File: config.mk
export PLATFORM = sky130hd
export DESIGN_NAME = bcd_addsub_pipe
export DESIGN_NICKNAME = d
export VERILOG_FILES = /design/src/rtl/bcd_pkg.sv /design/src/rtl/bcd_dabble_conv.sv /design/src/rtl/bcd_addsub_pipe.sv
export SDC_FILE = /design/constraint.sdc
export NUM_CORES = 1
export LEC_CHECK = 0
export ABC_AREA = 1
export CAP_MARGIN = 0
export CORE_ASPECT_RATIO = 0.5
export CORE_MARGIN = 3
export CORE_UTILIZATION = 65
export CTS_CLUSTER_SIZE = 25
export DETAILED_ROUTE_END_ITERATION = 16
export PLACE_DENSITY_LB_ADDON = 0.25
export SETUP_SLACK_MARGIN = 0.05
export SYNTH_ARGS = -nofsm -noshare
export SYNTH_HDL_FRONTEND = slang
export SYNTH_SLANG_ARGS = --single-unit
File: constraint.sdc
create_clock -name clk -period 9.7 [get_ports clk]
set_input_delay 1.94 -clock clk [delete_from_list [all_inputs] [get_ports clk]]
set_output_delay 1.94 -clock clk [all_outputs]
set_load 0.005 [all_outputs]
File: src/rtl/bcd_pkg.sv
// Shared types and helpers for the pipelined BCD add/subtract block and its
// double-dabble converter.
package bcd_pkg;

  localparam logic [3:0] BCD_MAX_DIGIT = 4'd9;

  typedef enum logic {
    MODE_ADD = 1'b0,
    MODE_SUB = 1'b1
  } mode_e;

  typedef enum logic [2:0] {
    IDLE  = 3'd0,
    TOBIN = 3'd1,
    ALU   = 3'd2,
    TOBCD = 3'd3,
    DONE  = 3'd4
  } state_e;

  // Bits needed to hold every value 0 .. 2*(10^digits-1).
  function automatic int bin_width(input int digits);
    longint maxv;
    int     w;
    maxv = 1;
    for (int i = 0; i < digits; i++) begin
      maxv = maxv * 10;
    end
    maxv = 2 * (maxv - 1) + 1;
    w = 1;
    while ((longint'(1) << w) < maxv) begin
      w++;
    end
    return w;
  endfunction

endpackage

File: src/rtl/bcd_dabble_conv.sv
// Iterative binary-to-BCD converter (shift-add-3). One bit per cycle after a
// start pulse; done_o pulses for one cycle once bcd_o holds the final value.
module bcd_dabble_conv #(
  parameter int IN_WIDTH = 12,
  parameter int DIGITS   = 4
) (
  input  logic                  clk,
  input  logic                  rst,
  input  logic                  start_i,
  input  logic [IN_WIDTH-1:0]   bin_i,
  output logic                  done_o,
  output logic [4*DIGITS-1:0]   bcd_o
);

  localparam int CNT_W = $clog2(IN_WIDTH);

  logic [IN_WIDTH-1:0] sh_q;
  logic [4*DIGITS-1:0] bcd_q;
  logic [4*DIGITS-1:0] adj_d;
  logic [CNT_W-1:0]    cnt_q;
  logic                busy_q;
  logic                done_q;

  always_comb begin
    adj_d = bcd_q;
    for (int i = 0; i < DIGITS; i++) begin
      if (bcd_q[4*i +: 4] >= 4'd5) begin
        adj_d[4*i +: 4] = bcd_q[4*i +: 4] + 4'd3;
      end
    end
  end

  // The two leading bits need no add-3 correction, so the start edge loads
  // them directly; the remaining IN_WIDTH-2 bits take one cycle each.
  always_ff @(posedge clk or posedge rst) begin
    if (rst) begin
      sh_q   <= '0;
      bcd_q  <= '0;
      cnt_q  <= '0;
      busy_q <= 1'b0;
      done_q <= 1'b0;
    end else begin
      done_q <= 1'b0;
      if (start_i) begin
        bcd_q  <= {{(4*DIGITS-2){1'b0}}, bin_i[IN_WIDTH-1 -: 2]};
        sh_q   <= bin_i << 2;
        cnt_q  <= CNT_W'(IN_WIDTH - 2);
        busy_q <= 1'b1;
      end else if (busy_q) begin
        bcd_q <= (adj_d << 1) | (4*DIGITS)'(sh_q[IN_WIDTH-1]);
        sh_q  <= sh_q << 1;
        cnt_q <= cnt_q - 1'b1;
        if (cnt_q == CNT_W'(1)) begin
          busy_q <= 1'b0;
          done_q <= 1'b1;
        end
      end
    end
  end

  assign done_o = done_q;
  assign bcd_o  = bcd_q;

endmodule

File: src/rtl/bcd_addsub_pipe.sv
// Multi-cycle BCD add/subtract: BCD->binary, signed-magnitude ALU, binary->BCD.
// Optional input digit checking is enabled with `define BCD_ADDSUB_DIGIT_CHECK_EN.
module bcd_addsub_pipe
  import bcd_pkg::*;
#(
  parameter  int DIGITS = 3,
  localparam int BIN_W  = bcd_pkg::bin_width(DIGITS)
) (
  input  logic                  clk,
  input  logic                  rst,
  input  logic                  in_valid,
  output logic                  in_ready,
  input  logic [4*DIGITS-1:0]   op_a,
  input  logic [4*DIGITS-1:0]   op_b,
  input  logic                  mode,
  output logic                  out_valid,
  input  logic                  out_ready,
  output logic [4*DIGITS+3:0]   result,
  output logic                  sign,
  output logic                  err
);

  localparam int ACC_W = BIN_W + 1;
  localparam int DIG_W = (DIGITS > 1) ? $clog2(DIGITS) : 1;

  state_e               state_q;
  logic [4*DIGITS-1:0]  op_a_q;
  logic [4*DIGITS-1:0]  op_b_q;
  mode_e                mode_q;
  logic [DIG_W-1:0]     dig_q;
  logic [ACC_W-1:0]     acc_a_q;
  logic [ACC_W-1:0]     acc_b_q;
  logic                 sign_pend_q;
  logic                 err_pend_q;
  logic                 in_ready_q;
  logic                 out_valid_q;
  logic [4*DIGITS+3:0]  result_q;
  logic                 sign_q;
  logic                 err_q;

  logic [3:0]           digit_a;
  logic [3:0]           digit_b;
  logic [ACC_W-1:0]     acc_a_d;
  logic [ACC_W-1:0]     acc_b_d;
  logic [ACC_W-1:0]     mag_d;
  logic                 sign_d;
  logic                 bad_digit;
  logic                 conv_start;
  logic                 conv_done;
  logic [4*DIGITS+3:0]  conv_bcd;

`ifdef BCD_ADDSUB_DIGIT_CHECK_EN
  always_comb begin
    bad_digit = 1'b0;
    for (int i = 0; i < DIGITS; i++) begin
      if ((op_a[4*i +: 4] > BCD_MAX_DIGIT) || (op_b[4*i +: 4] > BCD_MAX_DIGIT)) begin
        bad_digit = 1'b1;
      end
    end
  end
`else
  assign bad_digit = 1'b0;
`endif

  // Horner step; out-of-range nibbles are simply weighted by their binary value.
  always_comb begin
    digit_a = op_a_q[4*dig_q +: 4];
    digit_b = op_b_q[4*dig_q +: 4];
    acc_a_d = (acc_a_q << 3) + (acc_a_q << 1) + ACC_W'(digit_a);
    acc_b_d = (acc_b_q << 3) + (acc_b_q << 1) + ACC_W'(digit_b);
  end

  always_comb begin
    mag_d  = acc_a_q + acc_b_q;
    sign_d = 1'b0;
    if (mode_q == MODE_SUB) begin
      if (acc_a_q >= acc_b_q) begin
        mag_d = acc_a_q - acc_b_q;
      end else begin
        mag_d  = acc_b_q - acc_a_q;
        sign_d = 1'b1;
      end
    end
  end

  assign conv_start = (state_q == ALU);

  bcd_dabble_conv #(
    .IN_WIDTH (ACC_W),
    .DIGITS   (DIGITS + 1)
  ) u_conv (
    .clk     (clk),
    .rst     (rst),
    .start_i (conv_start),
    .bin_i   (mag_d),
    .done_o  (conv_done),
    .bcd_o   (conv_bcd)
  );

  always_ff @(posedge clk or posedge rst) begin
    if (rst) begin
      state_q     <= IDLE;
      op_a_q      <= '0;
      op_b_q      <= '0;
      mode_q      <= MODE_ADD;
      dig_q       <= '0;
      acc_a_q     <= '0;
      acc_b_q     <= '0;
      sign_pend_q <= 1'b0;
      err_pend_q  <= 1'b0;
      in_ready_q  <= 1'b1;
      out_valid_q <= 1'b0;
      result_q    <= '0;
      sign_q      <= 1'b0;
      err_q       <= 1'b0;
    end else begin
      case (state_q)
        IDLE: begin
          if (in_valid) begin
            op_a_q     <= op_a;
            op_b_q     <= op_b;
            mode_q     <= mode_e'(mode);
            acc_a_q    <= '0;
            acc_b_q    <= '0;
            dig_q      <= DIG_W'(DIGITS - 1);
            err_pend_q <= bad_digit;
            in_ready_q <= 1'b0;
            state_q    <= TOBIN;
          end
        end
        TOBIN: begin
          acc_a_q <= acc_a_d;
          acc_b_q <= acc_b_d;
          if (dig_q == '0) begin
            state_q <= ALU;
          end else begin
            dig_q <= dig_q - 1'b1;
          end
        end
        ALU: begin
          sign_pend_q <= sign_d;
          state_q     <= TOBCD;
        end
        TOBCD: begin
          if (conv_done) begin
            result_q    <= err_pend_q ? '0 : conv_bcd;
            sign_q      <= err_pend_q ? 1'b0 : sign_pend_q;
            err_q       <= err_pend_q;
            out_valid_q <= 1'b1;
            state_q     <= DONE;
          end
        end
        DONE: begin
          if (out_ready) begin
            out_valid_q <= 1'b0;
            in_ready_q  <= 1'b1;
            state_q     <= IDLE;
          end
        end
        default: begin
          state_q     <= IDLE;
          in_ready_q  <= 1'b1;
          out_valid_q <= 1'b0;
        end
      endcase
    end
  end

  assign in_ready  = in_ready_q;
  assign out_valid = out_valid_q;
  assign result    = result_q;
  assign sign      = sign_q;
  assign err       = err_q;

endmodule

==> results of run 1 <==
final timing paths:
kind | from | to | slack [ns] | depth (start not counted)
min in group asynchronous | rst | u_conv.bcd_o[11] | 1.92 | 2
max in group asynchronous | rst | op_b_q[2] | 6.52 | 3
worst max-delay path | in_valid | acc_a_q[8] | 6.22 | 5
worst min register to register | in_ready | in_ready | 0.47 | 2
worst min-delay path | in_ready | in_ready | 0.47 | 2
worst max register to register | dig_q[0] | acc_a_q[8] | 6.36 | 13
cells in the final DEF (no fill, tap or decap), types with 4 or more instances in the layout:
cell type	synthesis	routed
nand2_2	4	4
o22ai_1	27	27
nand4_1	16	16
inv_1	127	126
o21ai_2	18	18
inv_2	9	9
o21bai_1	8	8
clkinv_4	2	4
a21oi_1	52	52
dfrtp_1	105	105
nand2_1	224	224
nor2_1	59	59
o211ai_1	4	4
xnor2_1	6	6
clkbuf_16	0	9
mux2_2	19	19
a21oi_2	4	4
nand3_1	40	40
o21ai_0	65	65
ha_1	81	81
clkdlybuf4s50_1	0	47
xor2_1	27	27
o21ai_1	4	4
nor3_1	5	5
fa_1	7	7
nand3b_1	5	5
routing by layer:
metal  vias up  routed length, um  track usage [%]
met4         0                172             4.61
met3        22               1090             5.15
met1      3132               8560             38.9
met5         -                  0                0
li1       3259                  -                -
met2       235               8220             45.0
worst min-delay path, stage by stage, from the launching register on:
cell and delay, ns:
dfstp_2 0.37, nand2_1 0.05, nand2_1 0.04
cells by family after synthesis:
family                     after synthesis
DFF                                    106
other                                    1
buffers and inverters                  169
AOI/OAI and AO/OA                      197
adders and majority gates               88
xor gates and xnor gates                33
and+or+nand+nor                        365
muxes                                   20
state kept, by name, summed over array words and instances (netlist names), 2 cells and up:
register and count:
u_conv.cnt_q 4, op_b_q 12, acc_a_q 12, u_conv.sh_q 10
result 16, acc_b_q 12, state_q 3, dig_q 2
u_conv.bcd_o 16, op_a_q 12
cell type report:
class | instances | area [um^2]
Multi-Input combinational cell | 704 | 4440
Clock inverter | 6 | 50.0
Tap cell | 159 | 199
Inverter | 139 | 534
Clock buffer | 9 | 225
Sequential cell | 106 | 2650
Timing Repair Buffer | 49 | 485
Fill cell | 830 | 2800
where the power goes:
part	switching [mW]	leakage, nW	internal, mW	total [mW]
clock network	0.176	0.134	0.176	0.352
logic	0.00998	2.85	0.0103	0.0203
registers	0	1.30	0.441	0.441
through the flow:
step / instances / total power, mW / instance area [um^2] / hold WS, ns
global route: 1172 / 0.840 / 8580 / 0.493
CTS: 1172 / 0.814 / 8580 / 0.466
floorplan: 979 / 0.457 / 7830 / 0.451
detailed placement: 1157 / 0.471 / 8310 / 0.458
finish: 1172 / 0.814 / 8580 / 0.467
global placement: 1157 / 0.471 / 8310 / 0.450
==> flow_summary_export.csv, run 1 <==
group,metric,value,unit
sta,fin_ws,6.22,ns
synth,synth_seq_cells,106,
synth,ys_top_cells_by_count,"nand2_1, inv_1, dfrtp_1",
grt,antenna_found_initial,0,
detailed_routing,dr.pass1.iters,6,
die,start_util,68.8,%
synth,async_reset_ff_share,100,%
placement,dp_hpwl,13.5,mm
clock_tree,cts.sinks,106,
synth,synth.most_common_cell,"nand2_1",
worst_setup_path,worst-path-buf-inv,2,
placement,pre_cts_slack,5.87,ns
clock_tree,cts_max_level,3,
clock_tree,cts_hold_buf,0,
synth,synthXorXnorAreaFrac,3.69,%
sta,slew_headroom,38.0,%
die,coreArea,11400,um^2
grt,grt_remaining_overflow,0,
clock_tree,cts_resized,0,
worst_setup_path,cp-end-kind,"flip-flop",
placement,io_buffers,47,
status,outcome,"completed",
detailed_routing,drc,0,
synth,synth_top_cell_by_area,"dfrtp_1",
grt,grt_use_total,27.5,%
detailed_routing,via_per_inst,5.67,
grt,grt_max_degree,76,
clock_tree,cts_root_buf,"clkbuf_16",
layout,fin_nets,1126,
worst_setup_path,crit_fanout,33,
pwr,p_leak,4.28,nW
layout,drive_above_1_share,8.98,%
job,maxCapViolations,0,
synth,yosys.area_share.simple,19.9,%
worst_hold_path,hold_path_class,"reg2reg",
sta,rsz0062_at_grt,"no",
die,dieHeight,83.6,um
placement,gp_congestion,0.969,
synth,synth_adder_area_share,14.7,%
sta,finalCritPeriodShare,35.9,%
detailed_routing,detail_route.wl_per_cell,15.4,um
worst_setup_path,cp.required,9.95,ns
sta,post-route-min-period,3.48,ns
detailed_routing,vias,6648,
clock_tree,worst_skew_pair.late_latency,0.35,ns
synth,avgSynthCellArea,8.00,um^2
synth,synth_top_cells_by_area,"dfrtp_1, ha_1, nand2_1",
clock_tree,cts_tree,"built",
sta,setup_viol,0,
synth,synth.distinct_cells,48,
worst_setup_path,worstPathCellList,"clkdlybuf4s50_1 > nand3_1 > buf_4 > nand2_1 > o21ai_0",
clock_tree,post_cts_buffers,0,
grt,grt_pass1_vias,6436,
worst_setup_path,critical_path.top_delay_family,"buffers and inverters",
worst_setup_path,max_stage_delay,0.51,ns
synth,synth-main-ff-cell,"dfrtp_1",
synth,syn-num-nets,1096,
sta,fin_tns_setup,0,ns
die,dieArea,13500,um^2
synth,synth_top_family_by_area,"simple AND/OR/NAND/NOR gates",
worst_setup_path,worstSetupPathType,"in2reg",
synth,ys_seq_area_share,33.9,%
synth,syn-cell-area,7830,um^2
layout,final_core_util,75.4,%
synth,netlist_instances,979,
detailed_routing,totalWireLength,18.0,mm
sta,final.setup_skew,0.00701,ns
die,die_w,161,um
worst_setup_path,cp.arrival,3.73,ns
sta,hold_violations,0,
layout,n_antenna_cell,0,
grt,grt_pass1_wl,30.6,mm
sta,slew_violations,0,
sta,worstMarginPinSlew,0.929,ns
layout,synthToLayoutAreaGrowth,9.58,%
worst_setup_path,startpoint_type,"primary input",
synth,synth_top_area_share,33.5,%
pwr,peakVddDrop,0.0823,mV
synth,yosysWarnings,0,
detailed_routing,drtIter0Drc,594,
synth,synthMuxAreaShare,2.86,%
clock_tree,clk_pin_slew_worst_paths,0.07,ns
detailed_routing,postRouteAntennaNets,0,
sta,max_freq,287,MHz
worst_setup_path,critPathSlowestCell,"nand2_1",
synth,synth_compound_area_share,15.4,%
clock_tree,clockBufferDepth,2,
die,rows,27,
clock_tree,cts_buffers,9,
synth,synth-edff-count,0,
pwr,power_density,94.8,nW/um^2
die,ios,49,
Power figures use the tool's default switching activity.
==> inputs of run 2 (changes only) <==
Settings changed: CORE_UTILIZATION 65 to 61.
Clock period 9.7 ns to 3.6 ns, I/O delays scaled along.
==> run 2 against run 1 <==
Effect of this change:
- worst hold slack better by 0.0041 ns
- largest power group unchanged
- setup slack got worse by 5.9 ns
- die area increased by 6.2%
- largest cell class unchanged
==> flow_summary_export.csv, run 2 (synthesis results as in run 1) <==
group,metric,value,unit
clock_tree,cts_max_level,3,
job,maxCapViolations,0,
worst_setup_path,cp-end-kind,"flip-flop",
sta,max_freq,305,MHz
placement,dp_hpwl,13.6,mm
pwr,totalPowerFinal,2.22,mW
clock_tree,cts_hold_buf,0,
detailed_routing,drc,0,
layout,drive_above_1_share,9.17,%
clock_tree,worst_skew_pair.late_latency,0.35,ns
worst_setup_path,crit_fanout,11,
clock_tree,cts_buffers,9,
grt,grt_remaining_overflow,0,
clock_tree,cts_root_buf,"clkbuf_16",
layout,synthToLayoutAreaGrowth,10.1,%
sta,rsz0062_at_grt,"no",
placement,dp_cells,1163,
sta,worstMarginPinSlew,0.775,ns
sta,finalCritPeriodShare,91.1,%
layout,fin_cells,1179,
pwr,power_density,257,nW/um^2
die,dieHeight,86.1,um
sta,setup_viol,0,
layout,fillCellCount,966,
placement,io_buffers,47,
clock_tree,clk_pin_slew_worst_paths,0.07,ns
layout,n_antenna_cell,0,
worst_setup_path,worstSetupPathType,"reg2reg",
layout,final_cell_mix,"nand2_1, inv_1, dfrtp_1",
sta,final.setup_skew,0.00864,ns
grt,grt_pass1_wl,30.6,mm
clock_tree,clockBufferDepth,2,
clock_tree,cts.sinks,106,
detailed_routing,postRouteAntennaNets,0,
worst_setup_path,cp.arrival,3.47,ns
clock_tree,cts_resized,0,
sta,hold-worst-slack,0.471,ns
layout,final_common_cell,"nand2_1",
placement,gp_congestion,0.975,
detailed_routing,via_per_inst,5.68,
detailed_routing,totalWireLength,18.3,mm
die,ios,49,
grt,grt_pass1_vias,6404,
layout,multi_input_area,4440,um^2
layout,fin_nets,1126,
detailed_routing,detail_route.wl_per_cell,15.5,um
worst_hold_path,hold_path_class,"reg2reg",
detailed_routing,dr.pass1.iters,5,
die,dieArea,14300,um^2
die,rows,28,
die,die_w,166,um
pwr,peakVddDrop,0.197,mV
worst_setup_path,cp.required,3.79,ns
sta,slew_headroom,48.2,%
sta,fin_tns_setup,0,ns
worst_setup_path,startpoint_type,"flip-flop",
detailed_routing,drtIter0Drc,669,
detailed_routing,vias,6701,
grt,antenna_found_initial,0,
layout,regArea,2660,um^2
grt,grt_use_total,26.1,%
die,coreArea,12200,um^2
clock_tree,post_cts_buffers,0,
sta,hold_violations,0,
pwr,p_leak,4.29,nW
sta,slew_violations,0,
status,outcome,"completed",
grt,grt_max_degree,57,
clock_tree,cts_tree,"built",
sta,post-route-min-period,3.28,ns
die,start_util,64.4,%
run 2: power by group:
| group | internal [mW] | switching [mW] | total [mW] |
|---|---|---|---|
| Combinational | 0.0292 | 0.0272 | 0.0564 |
| Sequential | 1.19 | 0 | 1.19 |
| Clock | 0.501 | 0.473 | 0.974 |
run 2: path summary, 6_finish.rpt:
path                           from  depth (start not counted)         end  slack [ns]
max                        dig_q[1]                         11  acc_a_q[8]        0.32
min                        in_ready                          2    in_ready        0.47
max reg2reg                dig_q[1]                         11  acc_a_q[8]        0.32
min reg2reg                in_ready                          2    in_ready        0.47
max in group asynchronous       rst                          3    dig_q[0]        2.04
min in group asynchronous       rst                          2  result[11]        0.82
run 2: final cells by class:
class | instances | area share, %
inverters | 139 | 6.24
multi-input cells | 704 | 51.5
clock buffers | 11 | 2.81
clock inverters | 5 | 0.537
repair buffers | 49 | 5.77
flip-flops and latches | 106 | 30.8
well taps | 165 | 2.39
run 2: routing by layer:
metal	global-route usage (%)	vias up	part of all wire, %
li1	-	3258	-
met1	36.4	3169	47
met2	43.1	241	45
met3	4.70	33	6.6
met4	6.21	0	1.3
met5	0	-	0
run 2: stage by stage:
stage	area, um^2	setup WS (ns)	utilization, %
floorplan	7830	0.0928	-
global placement	8330	0.521	68.5
detailed placement	8330	0.352	68.5
CTS	8620	0.343	70.9
global route	8620	0.176	70.9
finish	8620	0.321	70.9
run 2: worst max-delay path: stages, from the launching register on:
cell and delay (ns):
dfrtp_1 0.36, inv_1 0.23, nor2_1 0.16, a22oi_1 0.25
fa_1 0.49, fa_1 0.48, o211ai_1 0.40, a21oi_1 0.12
o21ai_0 0.27, a21oi_1 0.13, o21ai_0 0.10, o21ai_0 0.13
